### src/rtl/sfft_sample_scheduler.sv
// Paces codec samples into SFFT_Pipeline through a small FIFO and rate-limited advance strobes,
// and tracks completed FFT frames with a sticky ready flag and saturating loss counters.
module sfft_sample_scheduler #(
  parameter int INPUT_WIDTH = 24,
  parameter int FIFO_DEPTH  = 4,
  parameter int MIN_GAP     = 33,
  parameter int GAP_W       = 16
) (
  input  logic                   clk,
  input  logic                   reset,
  input  logic [INPUT_WIDTH-1:0] sample_in,
  input  logic                   sample_valid,
  input  logic                   enable,
  output logic [INPUT_WIDTH-1:0] SampleAmplitudeOut,
  output logic                   advanceSignal,
  input  logic                   OutputValid,
  output logic                   frame_ready,
  input  logic                   frame_ack,
  output logic [15:0]            frame_count,
  output logic [7:0]             drop_count,
  output logic [7:0]             missed_count,
  output logic [1:0]             state_dbg
);

  localparam int PTR_W = (FIFO_DEPTH > 1) ? $clog2(FIFO_DEPTH) : 1;
  localparam int CNT_W = PTR_W + 1;
  localparam logic [CNT_W-1:0] DEPTH_C  = CNT_W'(FIFO_DEPTH);
  localparam logic [GAP_W-1:0] GAP_LOAD = GAP_W'(MIN_GAP - 4);

  localparam logic [1:0] IDLE   = 2'd0;
  localparam logic [1:0] LOAD   = 2'd1;
  localparam logic [1:0] STROBE = 2'd2;
  localparam logic [1:0] GAP    = 2'd3;

  logic [INPUT_WIDTH-1:0] mem_q [FIFO_DEPTH];
  logic [INPUT_WIDTH-1:0] mem_d [FIFO_DEPTH];
  logic [PTR_W-1:0]       wr_ptr_q, wr_ptr_d;
  logic [PTR_W-1:0]       rd_ptr_q, rd_ptr_d;
  logic [CNT_W-1:0]       count_q, count_d;
  logic [1:0]             state_q, state_d;
  logic [GAP_W-1:0]       gap_cnt_q, gap_cnt_d;
  logic [INPUT_WIDTH-1:0] sample_out_q, sample_out_d;
  logic                   advance_q, advance_d;
  logic                   frame_ready_q, frame_ready_d;
  logic [15:0]            frame_count_q, frame_count_d;
  logic [7:0]             drop_count_q, drop_count_d;
  logic [7:0]             missed_count_q, missed_count_d;

  logic empty, full, pop, push, drop;

  // A pop can only happen from IDLE, so a full FIFO still takes a sample on that cycle.
  always_comb begin
    empty = (count_q == '0);
    full  = (count_q == DEPTH_C);
    pop   = (state_q == IDLE) && enable && !empty;
    push  = sample_valid && (!full || pop);
    drop  = sample_valid && full && !pop;

    mem_d = mem_q;
    if (push) mem_d[wr_ptr_q] = sample_in;
    wr_ptr_d = push ? wr_ptr_q + PTR_W'(1) : wr_ptr_q;
    rd_ptr_d = pop  ? rd_ptr_q + PTR_W'(1) : rd_ptr_q;

    count_d = count_q;
    case ({push, pop})
      2'b10:   count_d = count_q + CNT_W'(1);
      2'b01:   count_d = count_q - CNT_W'(1);
      default: count_d = count_q;
    endcase

    drop_count_d = (drop && drop_count_q != 8'hFF) ? drop_count_q + 8'd1 : drop_count_q;
  end

  // Strobe-to-strobe period is STROBE + (MIN_GAP-3) GAP cycles + IDLE + LOAD = MIN_GAP.
  always_comb begin
    state_d      = state_q;
    gap_cnt_d    = gap_cnt_q;
    sample_out_d = sample_out_q;
    case (state_q)
      IDLE: begin
        if (pop) begin
          sample_out_d = mem_q[rd_ptr_q];
          state_d      = LOAD;
        end
      end
      LOAD:   state_d = STROBE;
      STROBE: begin
        gap_cnt_d = GAP_LOAD;
        state_d   = GAP;
      end
      GAP: begin
        if (gap_cnt_q == '0) state_d = IDLE;
        else                 gap_cnt_d = gap_cnt_q - GAP_W'(1);
      end
      default: state_d = IDLE;
    endcase
    advance_d = (state_d == STROBE);
  end

  // A simultaneous frame_ack loses to OutputValid and also suppresses the miss count.
  always_comb begin
    frame_ready_d  = frame_ready_q;
    frame_count_d  = frame_count_q;
    missed_count_d = missed_count_q;
    if (OutputValid) begin
      frame_ready_d = 1'b1;
      frame_count_d = frame_count_q + 16'd1;
      if (frame_ready_q && !frame_ack && missed_count_q != 8'hFF)
        missed_count_d = missed_count_q + 8'd1;
    end else if (frame_ack) begin
      frame_ready_d = 1'b0;
    end
  end

  always_ff @(posedge clk) begin
    mem_q <= mem_d;
  end

  always_ff @(posedge clk) begin
    if (reset) begin
      wr_ptr_q       <= '0;
      rd_ptr_q       <= '0;
      count_q        <= '0;
      state_q        <= IDLE;
      gap_cnt_q      <= '0;
      sample_out_q   <= '0;
      advance_q      <= 1'b0;
      frame_ready_q  <= 1'b0;
      frame_count_q  <= '0;
      drop_count_q   <= '0;
      missed_count_q <= '0;
    end else begin
      wr_ptr_q       <= wr_ptr_d;
      rd_ptr_q       <= rd_ptr_d;
      count_q        <= count_d;
      state_q        <= state_d;
      gap_cnt_q      <= gap_cnt_d;
      sample_out_q   <= sample_out_d;
      advance_q      <= advance_d;
      frame_ready_q  <= frame_ready_d;
      frame_count_q  <= frame_count_d;
      drop_count_q   <= drop_count_d;
      missed_count_q <= missed_count_d;
    end
  end

  assign SampleAmplitudeOut = sample_out_q;
  assign advanceSignal      = advance_q;
  assign frame_ready        = frame_ready_q;
  assign frame_count        = frame_count_q;
  assign drop_count         = drop_count_q;
  assign missed_count       = missed_count_q;
  assign state_dbg          = state_q;

endmodule
### config.mk
export PLATFORM = sky130hd
export DESIGN_NAME = sfft_sample_scheduler
export DESIGN_NICKNAME = d
export VERILOG_FILES = /design/src/rtl/sfft_sample_scheduler.sv
export SDC_FILE = /design/constraint.sdc
export NUM_CORES = 1
export LEC_CHECK = 0
export CAP_MARGIN = 25
export CORE_MARGIN = 1
export CORE_UTILIZATION = 43
export CTS_CLUSTER_DIAMETER = 80
export DETAILED_ROUTE_END_ITERATION = 8
export GPL_ROUTABILITY_DRIVEN = 0
export PLACE_DENSITY = 0.77
export SETUP_SLACK_MARGIN = 0.4
export SLEW_MARGIN = 20
export SYNTH_ARGS = -nofsm -noshare
export SYNTH_HDL_FRONTEND = slang
export SYNTH_SLANG_ARGS = --single-unit
### constraint.sdc
create_clock -name clk -period 3.73 [get_ports clk]
set_input_delay 0.746 -clock clk [delete_from_list [all_inputs] [get_ports clk]]
set_output_delay 0.746 -clock clk [all_outputs]
set_load 0.005 [all_outputs]
### Word-level counts from Yosys, hierarchy flattened

Index checks and enable logic that the tools add are counted.

* flip-flop bits (word level): 179
* output and inout port bits: 60
* bits of input ports: 30
* logic and storage cells: 75

* order comparisons: 3
* bitwise operators: 2
* muxes and demuxes: 14
* reductions and logical operators: 23
* eq/ne operators: 10
* add/subtract/negate cells: 8

Operators with widths (count)
* $bwmux W96: 1
* $mux W24: 3
* $bmux W24 S2: 1
* $demux W24 S2: 1
* $pmux W16 S2: 1
* $add A16 B1 Y16 const B: 1
* $add A8 B1 Y8 const B: 2
* $logic_not A16 Y1: 1
* $mux W16: 1
* $ne A8 B8 Y1 const B: 2
* $sub A16 B1 Y16 const B: 1
* $logic_and A1 B1 Y1: 9
* $eq A2 B2 Y1 const B: 4
* $pmux W2 S4: 1
* $ge A3 B3 Y1 const B: 2
* $not A2 Y3: 2
* $pmux W3 S2: 1
* $reduce_and A2 Y1: 3
* $reduce_bool A2 Y1: 3
* $add A2 B1 Y2 const B: 2
* $eq A2 B1 Y1 const B: 2
* $logic_not A1 Y1: 4
* $mux W2: 2
* $add A3 B1 Y3 const B: 1
* 8 further kinds: 9

### Logic depth before layout (Yosys ltp)

Gate-level depths: netlist of the first run.

* depth after elaboration: 7
* mapped depth: 11
* depth with buffers taken out: 10

### Least setup slack after synthesis of the first run

Ideal clock, no wire load.

* kind: input to register
* start point: in enable
* end point: reg count_q[2]
* setup slack: 0.775 ns
* data arrival time: 2.884 ns
* buffers on the path: 2
* data required time: 3.660 ns
* library setup time: 0.070 ns
* stages on the path: 11
* cell sequence: or3b_1 -> or2_1 -> buf_2 -> clkinv_2 -> buf_4 -> ha_1 -> inv_1 -> fa_1 -> xor2_1 -> or3_1 -> a21oi_1

* longest elaborated chain between the ends: 6
* elaborated cells on any way between the ends: 8
* those cells by class: eq/ne: 2; mux: 1; reduce/logical: 5

Ends and longest elaborated chain
* start, declared: line 13 `input logic enable,`
* $logic_and A1 B1 Y1 * (2 in a row): line 55 `pop = (state_q == IDLE) && enable && !empty;`
* net pop: line 49 `logic empty, full, pop, push, drop;`
* $logic_or A1 B1 Y1: line 56 `push = sample_valid && (!full || pop);`
* $logic_and A1 B1 Y1: line 56
* $eq A2 B1 Y1 or $eq A2 B2 Y1 (tied branches): line 65 `case ({push, pop})`
* $pmux W3 S2 or $reduce_bool A2 Y1 (tied branches)
* end signal, assigned: line 135 `count_q <= count_d;`
* end, declared: line 39 `logic [CNT_W-1:0] count_q, count_d;`

Mark *: on every way through the listed nets, which the timed path passes. The rest lies on a longest branch.
A chain may end at the register's enable or synchronous reset.

### Worst setup path in the final report of the first run

* start point: in enable
* end point: reg count_q[2]

* longest elaborated chain between the ends: 6
* elaborated cells on any way between the ends: 8
* those cells by class: eq/ne: 2; mux: 1; reduce/logical: 5

Ends and longest elaborated chain (line)
* $logic_and A1 B1 Y1 * (2 in a row): 55
* $logic_or A1 B1 Y1: 56
* $logic_and A1 B1 Y1: 56
* $eq A2 B1 Y1 or $eq A2 B2 Y1 (tied branches): 65
* $pmux W3 S2 or $reduce_bool A2 Y1 (tied branches)

Every way passes the cells marked *; elsewhere a longest branch is shown, timed or not.

==> run metrics, run 1 <==
Yosys top cell by area=edfxtp_1; Top Ports=90; vias in the first global route=4,570; layout cells sized above 1=11.7%; complex-gate fraction of the synthesized area=4.51%; crit path max-delay cell type=clkdlybuf4s50_1; worst r2r path cells=10; library cells used by synthesis=51; ys flop type=edfxtp_1; Buf+Inv Stages, Crit Path=3; critical path arrival=3200 ps; routed length per placed instance=16.0 um; crit-path max FO=3; Final Cycle Share=76.2%; Mapped Avg Cell Area=12.9 um2; Reg2Reg Setup Slack=1180 ps; core region area=15,900 um2; RSZ-0062 raised after global routing=no; PD cells=653 nW/um2; Mapped Area=7070 um2; CTS Buf Count=17; WS Path Type=in -> reg; multiplexer area fraction after synthesis=8.07%; Synth Instances=548; Non-Filler Instances=874; Die Width=130 um; Synth Area in Simple Gates=13.8%; GRT Residual Overflow=0; Via Count=4,543; largest family of logic cells by synthesized area=simple AND/OR/NAND/NOR gates; CTS Hold Buffers Added=0; WP data required=4090 ps; fin nets=686; fmax=352 MHz; final hold violation count=0; CP Depth=10; post-DP HPWL=9.13 mm; Total Wirelength=14.0 mm; slowest cell delay on critical path=450 ps; clk_skew=20.9 ps; GRT met2 Usage=30.4%; Tmin final=2840 ps; diodes inserted=0; Die Ht=130 um; Worst Hold Depth=2; clock root buffer=clkbuf_16; number of max-cap violations=0; Worst R2R End=count_q[2]; crit-path leading delay family=simple AND/OR/NAND/NOR gates; met3 layer usage reported by global route=4.06%; Synth Area in Adders=2.05%; worst hold endpoint=SampleAmplitudeOut[23]; post-CTS resize count=0; Max Transition Viols Final=0; CTS clock-pin slew for the worst setup and hold paths=70 ps; first-pass GRT wire length=22.4 mm; Rows=46; DRT iter0 DRCs=212; Synth area leaders=edfxtp_1, dfxtp_1, mux4_2; synthesis-to-finish area growth=24.6%; syn_nets=589; fraction of registers with async set/reset=0%; RR Startpoint=state_dbg[1]; crit path cell chain=clkdlybuf4s50_1 -> or3b_1 -> or2_1 -> clkinv_2 -> ha_1 -> inv_1 -> fa_1 -> xor2_1 -> or3_1 -> a21oi_1; most frequent cells in the layout=edfxtp_1, clkdlybuf4s50_1, dfxtp_1; Post-synth EDFFs=96; Setup TNS=0 ps; Slew @ Worst Pin=1000 ps; Max Root-Sink Buffers=2; Skew-Pair Late Insertion Delay=430 ps; initial antenna violation count=0; final setup vio count=0; CTS tree=done; clock sink total=179; Buffers on Ports=89; GRT Overall Usage=17.4%; Starting Density=44.4%; H-tree Lvls=4; area share of the largest cell type after synthesis=40.8%; VDD IR max=0.391 mV; worst hold path class=reg -> reg; Top Usage Layer GRT=met2; CP Launch Type=input port; Synth Area in XOR/XNOR=5.20%; status=completed; hold wc startpoint=SampleAmplitudeOut[23]; number of synthesis warnings=0; largest net degree at the start of global routing=40; GR Util met1=21.1%; post-placement cell count=841; max_slew headroom=33.0%; DRT antenna net count=0; final core occ=55.3%; DR DRC count=0; drt via density=5.20; FF+latch count, synth=179; DIE AREA=17,000 um2; Setup Buffers After CTS=0; most common cell after layout, fill and taps aside=edfxtp_1; CP endpoint kind=flop; sequential area share after synthesis=64.3%; Leak=0.00294 uW; Initial DRT Pass Iterations=4
-- cells by family after synthesis --
family,Yosys count
buffers and inverters,35
DFF,179
muxes,27
and+or+nand+nor,202
adders and majority gates,11
AOI/OAI and AO/OA,52
xor gates and xnor gates,42
-- through the flow --
step | setup WS, ps | total power [uW] | area (um2) | hold WS, ps
6_report | 887 | 5750 | 8810 | 454
5_1_grt | 823 | 6070 | 8810 | 480
4_1_cts | 900 | 5780 | 8780 | 456
3_5_place_dp | 459 | 4060 | 8200 | 446
3_3_place_gp | 551 | 3990 | 8200 | 442
2_1_floorplan | 775 | 3560 | 7070 | 450
-- Yosys cell counts, types with 5 or more instances --
cell,n
nor3_1,10
edfxtp_1,96
a21oi_1,33
nor4_1,5
and3_1,6
xor2_1,22
nand3_1,15
dfxtp_1,83
clkbuf_1,14
nor2_1,57
nand4_1,9
ha_1,10
inv_1,13
nand2_1,71
buf_2,5
mux4_2,24
xnor2_1,20
-- flip-flops by register name, summed over array words and instances, names as in the netlist, 2 cells and up --
| signal | flops |
|---|---|
| mem_q | 96 |
| SampleAmplitudeOut | 24 |
| frame_count | 16 |
| gap_cnt_q | 16 |
| drop_count | 8 |
| missed_count | 8 |
| count_q | 3 |
| rd_ptr_q | 2 |
| state_dbg | 2 |
| wr_ptr_q | 2 |
-- power by group --
part	total, uW	leakage, uW	switching, uW	internal (uW)
sequential	2580	0.00156	243	2340
combinational	1460	0.00111	730	730
clock	1710	0.000276	805	908
total	5750	0.00294	1780	3980
-- how the worst max path moves through the flow --
stage	from	endpoint	slack (ps)
floorplan	enable	count_q[2]	780
global placement	enable	count_q[2]	550
finish	enable	count_q[2]	890
detailed placement	enable	count_q[2]	460
global route	enable	count_q[2]	820
CTS	enable	count_q[2]	900
-- per-layer routing --
metal | routed length [um] | vias to the layer above | share of wire, %
met5 | 0 | - | 0
met4 | 196 | 0 | 1.4
met3 | 558 | 14 | 4.0
met2 | 7300 | 107 | 52
met1 | 5930 | 2253 | 42
li1 | - | 2169 | -
-- final cells by class --
class / count / area, um2
inverter: 14 / 53.8
clock inverter: 13 / 138
sequential: 179 / 4550
fill: 1309 / 7130
multi-input combinational: 334 / 2380
clock buffer: 19 / 443
timing repair buffer: 99 / 981
tap: 216 / 270
-- worst register-to-register path, cell delays in order (launching register included) --
cell     delay [ps]
dfxtp_1         490
or3b_1          240
nand3_1         170
and2_1          240
inv_1            90
ha_1            190
inv_1            70
fa_1            370
xor2_1          160
or3_1           310
a21oi_1         150
Note: power is estimated with default switching activity, not from simulation.
==> run 2, diff against run 1 <==
==> constraint.sdc (replaced) <==
create_clock -name clk -period 2.85 [get_ports clk]
set_input_delay 0.57 -clock clk [delete_from_list [all_inputs] [get_ports clk]]
set_output_delay 0.57 -clock clk [all_outputs]
set_load 0.005 [all_outputs]
==> run 2 against run 1 <==
- sequential cell count unchanged
- worst hold slack got worse by 3.7 ps
- via count grew 2.4%
- non-clock buffer count rose by 6
- clock skew fell by 12 ps
- setup slack got worse by 400 ps
- final area grew 1.4%
- count of clock-buffer cells in the layout decreased by 2
- global-route usage rose by 0.75 points
- critical path depth is 1 lower
- critical path type is now reg -> reg
- highest routed layer unchanged
==> run metrics, run 2 (synthesis results as in run 1) <==
Starting Density=44.4%; GRT Residual Overflow=0; post-placement cell count=847; vias in the first global route=4,665; Max Transition Viols Final=0; Max Root-Sink Buffers=2; Final Cell Area=8940 um2; Tmin final=2370 ps; Via Count=4,653; Rows=46; slowest cell delay on critical path=400 ps; largest net degree at the start of global routing=37; Worst R2R End=count_q[2]; CTS tree=done; Reg2Reg Setup Slack=480 ps; Skew-Pair Late Insertion Delay=430 ps; Non-Filler Instances=880; synthesis-to-finish area growth=26.4%; CTS clock-pin slew for the worst setup and hold paths=70 ps; number of max-cap violations=0; DRT antenna net count=0; CP endpoint kind=flop; RR Startpoint=state_dbg[0]; crit path cell chain=or3b_4 -> or2_4 -> clkinv_4 -> ha_4 -> inv_2 -> fa_2 -> xor2_1 -> or3_1 -> a21oi_1; Initial DRT Pass Iterations=5; layout cells sized above 1=14.3%; Die Width=130 um; diodes inserted=0; DIE AREA=17,000 um2; Worst Hold Depth=1; DR DRC count=0; critical path arrival=2730 ps; Top Ports=90; DRT iter0 DRCs=259; max FFs per register=96; crit-path max FO=7; core region area=15,900 um2; drt via density=5.29; max_slew headroom=56.2%; Final Cycle Share=83.0%; post-DP HPWL=9.32 mm; most flop-heavy register=mem_q; CP Launch Type=flop; Tot Pwr=7640 uW; routed length per placed instance=16.2 um; fin nets=692; clock root buffer=clkbuf_16; PD cells=855 nW/um2; CTS Hold Buffers Added=0; Leak=0.00300 uW; crit path max-delay cell type=or3b_4; Buffers on Ports=89; CTS Buf Count=17; Total Wirelength=14.2 mm; dpl cell area=8320 um2; first-pass GRT wire length=23.1 mm; hold_ws=450 ps; most frequent cells in the layout=edfxtp_1, clkdlybuf4s50_1, dfxtp_1; fmax=423 MHz; Die Ht=130 um; WS Path Type=reg -> reg; worst r2r path cells=9; final hold violation count=0; Slew @ Worst Pin=656 ps; H-tree Lvls=4; WP data required=3210 ps; worst hold path class=reg -> reg; worst hold endpoint=advanceSignal; most common cell after layout, fill and taps aside=edfxtp_1; final setup vio count=0; VDD IR max=0.541 mV; status=completed; clock sink total=179; hold wc startpoint=state_dbg[1]; initial antenna violation count=0; RSZ-0062 raised after global routing=no; clk_skew=9.17 ps; GRT Overall Usage=18.2%
==> run 2: cell types whose count changed in the layout (fill, tap and decap cells not counted), sizes merged <==
cell and change:
buf +6, clkbuf -2, clkdlybuf4s50 -1, clkinv +3, clkinvlp -2, dlymetal6s2s +1
inv +1
==> run 2: timing repair <==
item / 4_1_cts / 5_1_grt
gates resized for setup: 1 / 9
buffers inserted: 0 / 1
endpoints found under the setup margin: 1 / 2
pin swaps: 0 / 8
hold endpoints to repair: 0 / 0
==> run 2: metrics by stage <==
| stage | worst slack, ps | setup TNS (ps) | util (%) |
|---|---|---|---|
| final | 484 | 0 | 56.1 |
| after global routing | 423 | 0 | 56.1 |
| after CTS | 405 | 0 | 55.9 |
| after detailed placement | -52.9 | -54.6 | 52.2 |
| after global placement | 3.43 | 0 | 52.2 |
| after floorplan | 274 | 0 | - |
==> run 2: critical path, delay by kind of cell (launching register included) <==
family	cells	cell delay (ps)
fa+ha+maj	2	480
compound gates	1	150
flops	1	360
xor+xnor	1	170
buf+inv	2	100
simple gates	3	1050
==> run 2: power breakdown <==
group / switching [uW] / internal (uW) / leakage (uW)
Clock: 1100 / 1180 / 0.000289
Combinational: 1020 / 1000 / 0.00115
Sequential: 269 / 3060 / 0.00156
==> run 2: how the worst max path moves through the flow <==
stage / slack (ps) / cells after the start / end / start
6_report: 480 / 9 / count_q[2] / state_dbg[0]
5_1_grt: 420 / 9 / count_q[2] / state_dbg[0]
4_1_cts: 410 / 12 / count_q[2] / enable
3_5_place_dp: -50 / 10 / count_q[2] / enable
3_3_place_gp: 3 / 10 / count_q[2] / enable
2_1_floorplan: 270 / 11 / count_q[2] / enable
==> run 2: final cells by class <==
type	count	area, um2
Clock buffer	17	425
Clock inverter	15	163
Fill cell	1312	7010
Inverter	14	57.6
Multi-Input combinational cell	334	2410
Sequential cell	179	4550
Tap cell	216	270
Timing Repair Buffer	105	1060
==> run 2: metal layers <==
layer / vias to the layer above / global-route usage, % / wire (um)
met1: 2306 / 21.0 / 5820
met5: - / 0 / 0
li1: 2196 / - / -
met3: 29 / 3.65 / 533
met2: 122 / 31.9 / 7490
met4: 0 / 9.64 / 370
